$ cat src/rtl/jpegls_bitpack_ctrl.sv
// JPEG-LS limit-overflow bit-packing controller: packs right-aligned codewords MSB-first
// into bytes, flushes on request. Define JPEGLS_BITSTUFF_EN for post-0xFF bit stuffing.
module jpegls_bitpack_ctrl #(
  parameter int CODE_W = 32,
  parameter int LEN_W  = 6,
  parameter int ACC_W  = 40,
  parameter int CNT_W  = 16
) (
  input  logic              clk,
  input  logic              reset,
  input  logic              in_valid,
  output logic              in_ready,
  input  logic [CODE_W-1:0] in_code,
  input  logic [LEN_W-1:0]  in_len,
  input  logic              flush_req,
  output logic              flush_done,
  output logic              out_valid,
  input  logic              out_ready,
  output logic [7:0]        out_byte,
  output logic [7:0]        overflow_data,
  output logic [3:0]        overflow_len,
  output logic [CNT_W-1:0]  byte_count,
  output logic              len_err
);

  localparam int BC_W = $clog2(ACC_W + 1);

  typedef enum logic [1:0] {
    S_IDLE  = 2'd0,
    S_DRAIN = 2'd1,
    S_PAD   = 2'd2,
    S_DONE  = 2'd3
  } state_t;

  state_t             r_state;
  state_t             w_state_nxt;
  logic [ACC_W-1:0]   r_acc;
  logic [BC_W-1:0]    r_cnt;
  logic [CNT_W-1:0]   r_byte_count;
  logic               r_len_err;

  logic               w_ff_seen;
  logic               w_len_over;
  logic [BC_W-1:0]    w_len_clip;
  logic [BC_W-1:0]    w_need;
  logic [BC_W-1:0]    w_need_after;
  logic [BC_W-1:0]    w_cnt_acc;
  logic [BC_W-1:0]    w_cnt_drn;
  logic [ACC_W-1:0]   w_code_bits;
  logic [7:0]         w_aligned;
  logic [7:0]         w_byte;

  assign w_len_over  = ({1'b0, in_len} > (LEN_W + 1)'(CODE_W));
  assign w_len_clip  = w_len_over ? BC_W'(CODE_W) : BC_W'(in_len);
  assign w_code_bits = ACC_W'(in_code) & ~({ACC_W{1'b1}} << w_len_clip);
  assign w_need      = w_ff_seen ? BC_W'(4'd7) : BC_W'(4'd8);
  assign w_cnt_acc   = r_cnt + w_len_clip;
  assign w_cnt_drn   = r_cnt - w_need;

  // Oldest pending bits land in the low 'need' bits: right-shift when a full byte
  // is present, left-shift (zero padding) for the final partial byte.
  assign w_aligned = (r_cnt >= w_need) ? 8'(r_acc >> (r_cnt - w_need))
                                       : 8'(r_acc << (w_need - r_cnt));
  assign w_byte    = w_ff_seen ? {1'b0, w_aligned[6:0]} : w_aligned;

`ifdef JPEGLS_BITSTUFF_EN
  logic r_ff_seen;

  // Remember whether the last emitted byte was 0xFF so the next one carries a stuffed 0.
  always_ff @(posedge clk) begin
    if (reset) begin
      r_ff_seen <= 1'b0;
    end else if (r_state == S_DRAIN && out_ready) begin
      r_ff_seen <= (w_byte == 8'hFF);
    end else if (r_state == S_DONE) begin
      r_ff_seen <= 1'b0;
    end else begin
      r_ff_seen <= r_ff_seen;
    end
  end

  assign w_ff_seen    = r_ff_seen;
  assign w_need_after = (w_byte == 8'hFF) ? BC_W'(4'd7) : BC_W'(4'd8);
`else
  assign w_ff_seen    = 1'b0;
  assign w_need_after = BC_W'(4'd8);
`endif

  // Next-state and handshake decode.
  always_comb begin
    w_state_nxt = r_state;
    in_ready    = 1'b0;
    out_valid   = 1'b0;
    flush_done  = 1'b0;
    case (r_state)
      S_IDLE: begin
        in_ready = 1'b1;
        if (in_valid) begin
          if (w_cnt_acc >= w_need) begin
            w_state_nxt = S_DRAIN;
          end else begin
            w_state_nxt = S_IDLE;
          end
        end else if (flush_req) begin
          if (r_cnt != {BC_W{1'b0}} || w_ff_seen) begin
            w_state_nxt = S_PAD;
          end else begin
            w_state_nxt = S_DONE;
          end
        end else begin
          w_state_nxt = S_IDLE;
        end
      end
      S_DRAIN: begin
        out_valid = 1'b1;
        if (out_ready && (w_cnt_drn < w_need_after)) begin
          w_state_nxt = S_IDLE;
        end else begin
          w_state_nxt = S_DRAIN;
        end
      end
      S_PAD: begin
        out_valid = 1'b1;
        if (out_ready) begin
          w_state_nxt = S_DONE;
        end else begin
          w_state_nxt = S_PAD;
        end
      end
      S_DONE: begin
        flush_done  = 1'b1;
        w_state_nxt = S_IDLE;
      end
      default: begin
        w_state_nxt = S_IDLE;
      end
    endcase
  end

  // State, accumulator, bit count and counters.
  always_ff @(posedge clk) begin
    if (reset) begin
      r_state      <= S_IDLE;
      r_acc        <= {ACC_W{1'b0}};
      r_cnt        <= {BC_W{1'b0}};
      r_byte_count <= {CNT_W{1'b0}};
      r_len_err    <= 1'b0;
    end else begin
      r_state <= w_state_nxt;
      case (r_state)
        S_IDLE: begin
          if (in_valid) begin
            r_acc <= (r_acc << w_len_clip) | w_code_bits;
            r_cnt <= w_cnt_acc;
            if (w_len_over) begin
              r_len_err <= 1'b1;
            end
          end
        end
        S_DRAIN: begin
          if (out_ready) begin
            r_cnt        <= w_cnt_drn;
            r_byte_count <= r_byte_count + CNT_W'(1'b1);
          end
        end
        S_PAD: begin
          if (out_ready) begin
            r_cnt        <= {BC_W{1'b0}};
            r_byte_count <= r_byte_count + CNT_W'(1'b1);
          end
        end
        default: begin
          r_cnt <= r_cnt;
        end
      endcase
    end
  end

  assign out_byte      = out_valid ? w_byte : 8'h00;
  assign overflow_data = 8'(r_acc & ~({ACC_W{1'b1}} << r_cnt));
  assign overflow_len  = (r_cnt > BC_W'(4'd8)) ? 4'd8 : r_cnt[3:0];
  assign byte_count    = r_byte_count;
  assign len_err       = r_len_err;

endmodule

$ cat config.mk
export PLATFORM = sky130hd
export DESIGN_NAME = jpegls_bitpack_ctrl
export DESIGN_NICKNAME = d
export VERILOG_FILES = /design/src/rtl/jpegls_bitpack_ctrl.sv
export SDC_FILE = /design/constraint.sdc
export NUM_CORES = 1
export LEC_CHECK = 0
export BUFFER_PORTS_ARGS = -buffer_cell sky130_fd_sc_hd__buf_2
export CAP_MARGIN = 20
export CORE_MARGIN = 8
export CORE_UTILIZATION = 55
export CTS_CLUSTER_SIZE = 10
export DETAILED_ROUTE_END_ITERATION = 12
export PLACE_DENSITY = 0.75
export SLEW_MARGIN = 20
export SYNTH_ARGS = -nofsm -noshare
export SYNTH_HDL_FRONTEND = slang
export SYNTH_SLANG_ARGS = --single-unit
$ cat constraint.sdc
create_clock -name clk -period 7.94 [get_ports clk]
set_clock_uncertainty 0.05 [all_clocks]
set_input_delay 1.588 -clock clk [delete_from_list [all_inputs] [get_ports clk]]
set_output_delay 1.588 -clock clk [all_outputs]
set_load 0.1 [all_outputs]
==> results.ini <==
[outcome]
outcome = complete, no violations

[critical_path]
required_ns = 6.30
crit_fanout = 25
crit_type = reg2out
worst_ep_arrival_time_ns = 4.21
cp-end-kind = primary output
start_kind = flip-flop

[route]
wl_um = 28000
vias = 8360
antenna_left = 0
drt_iter0_markers = 1249
drc = 0
dr.pass1.iters = 6
wl_per_cell_um = 24.4
routed_via_density = 7.29

[yosys]
syn_nets = 1016
synth-seq-cells = 65
synth_area_leader_cell = mux4_2
netlist_area_um2 = 7890
avgSynthCellArea_um2 = 8.23
synth_edf_count = 0
synth.most_common_cell = nor2_1
synth_area_leaders = mux4_2 20%, dfxtp_1 17%, mux2i_1 9.8%, nor2_1 4.6%, nand2_1 4.2%
syn_inst = 958
ys_types = 68
yosysTopAreaCellShare_pct = 19.7
synth_top_flop_cell = dfxtp_1
yosys-top-cells-count = 96 x nor2_1, 89 x nand2_1, 77 x mux2i_1
yosysWarnings = 0
ys_async_sr_fraction_pct = 0
ys_seq_area_share_pct = 16.5

[timing]
slew_viol_final = 0
worst_pin_slew_ns = 0.991
fmax_mhz = 171
fin_crit_ns = 5.85
setup_viol_count_final = 0
max_slew_margin_pct = 33.8
timing.setup.tns_ns = 0
layout_worst_path_cycle_share_pct = 73.7
hold_violations = 0
rsz0062_at_grt = false

[cells_and_area]
antenna_cells = 0
instances_no_fill = 1147
nNetsFinal = 1020
drive_above_1_share_pct = 21.3
synthToLayoutAreaGrowth_pct = 7.62

[global_route]
grt_max_degree = 69
grt_antenna_before_repair = 0
gr-usage-all-layers_pct = 30.4
grt_pass1_wl_um = 44400
grt_pass1_vias = 7953
grt_overflow = 0

[floorplanning]
die_w_um = 136
fp.coreArea_um2 = 13900
start_util_pct = 56.6
die_y_um = 136
rows = 43
io_pins = 83
die_area_um2 = 18400

[clocking]
clockRootBuffer = clkbuf_16
insertion_delay_ns = 0.35
cts-resized-gates = 0
hold_buffers = 0
cts_made_buffers = 9
clk_path_buf_depth = 2
post_cts_buffers = 0
clock_sinks = 65
clkTransAtPathRegs_ns = 0.06
cts_tree = built
cts_htree_levels = 3

[placement]
dp.cells = 1131
globalplace.congestion = 1.00
portBuffers = 82
dp_hpwl_um = 19700

[pwr]
ir_drop_v = 0.000168
power.total_mw = 2.20
p_per_area_nw_per_um2 = 259
leakage_nw = 3.32

[flow_run]
maxCapViolCount = 0

[worst_hold_path]
hp-class = reg2reg

==> metal layers <==
metal	share of wire, %	track usage (%)
met4	5.1	17.1
met1	38	40.2
met2	44	44.8
met5	0	0
met3	13	6.86
==> power by group <==
| part | switching [mW] | internal [mW] | leakage, nW |
|---|---|---|---|
| sequential | 0.141 | 0.372 | 0.534 |
| combinational | 0.800 | 0.439 | 2.62 |
| clock | 0.160 | 0.284 | 0.163 |
| total | 1.10 | 1.10 | 3.32 |
==> sequential cells by signal (all words and copies together) (netlist names) <==
name	count
r_cnt	6
byte_count	16
len_err	1
r_state	2
r_acc	40
==> final timing paths <==
path,start,to,slack (ns),cells past startpoint
setup / recovery,r_cnt[3],out_byte[4],2.09,9
hold / removal,byte_count[5],byte_count[5],0.45,2
setup reg to reg,r_cnt[3],r_state[0],4.54,7
hold reg to reg,byte_count[5],byte_count[5],0.45,2
==> placed cells by master (no fill, tap or decap), types with 11 or more instances in the layout <==
cell type   n
nand2_1    89
o21ai_0    64
mux4_2     69
buf_4      11
a211oi_1   24
nor2_1     96
xor2_1     15
ha_1       14
inv_1      21
dfxtp_1    63
mux2_2     12
a31oi_1    14
mux2i_1    77
o211ai_1   18
buf_2      82
nand3_1    22
nor3_1     32
a21oi_1    59
==> critical path: stages, from the launching register on <==
cell,delay (ns)
dfxtp_1,0.97
inv_1,0.48
ha_1,0.71
inv_1,0.21
nor4_1,0.53
a21oi_1,0.13
o41ai_1,0.09
a211oi_1,0.10
nor3_1,0.18
buf_2,0.45
==> area by class of cell <==
type	count	area [um2]
timing repair buffer	93	493
clock inverter	6	91.3
tap	180	225
clock buffer	10	239
fill	1267	5450
sequential	65	1300
multi-input combinational	767	6040
inverter	26	97.6
==> through the flow <==
stage               setup WS (ns)  hold WS (ns)  util, %  instance area [um2]
detailed placement           2.59         0.446     58.5                 8160
floorplan                    1.52         0.456        -                 7890
global route                 1.66         0.498     60.9                 8490
CTS                          2.21         0.453     60.9                 8490
finish                       2.09         0.450     60.9                 8490
global placement             2.65         0.402     58.5                 8150
==> cell families (layout without fill, tap and decap cells) <==
logic type                 after synthesis  after routing  share of synthesized area, %
and+or+nand+nor                        297            297                          17.2
AOI/OAI and AO/OA                      274            274                          23.0
muxes                                  158            158                          31.2
buffers and inverters                  126            135                          7.03
DFF                                     65             65                          16.5
xor gates and xnor gates                23             23                          2.55
adders and majority gates               15             15                          2.48
(Power assumes the default switching activity.)
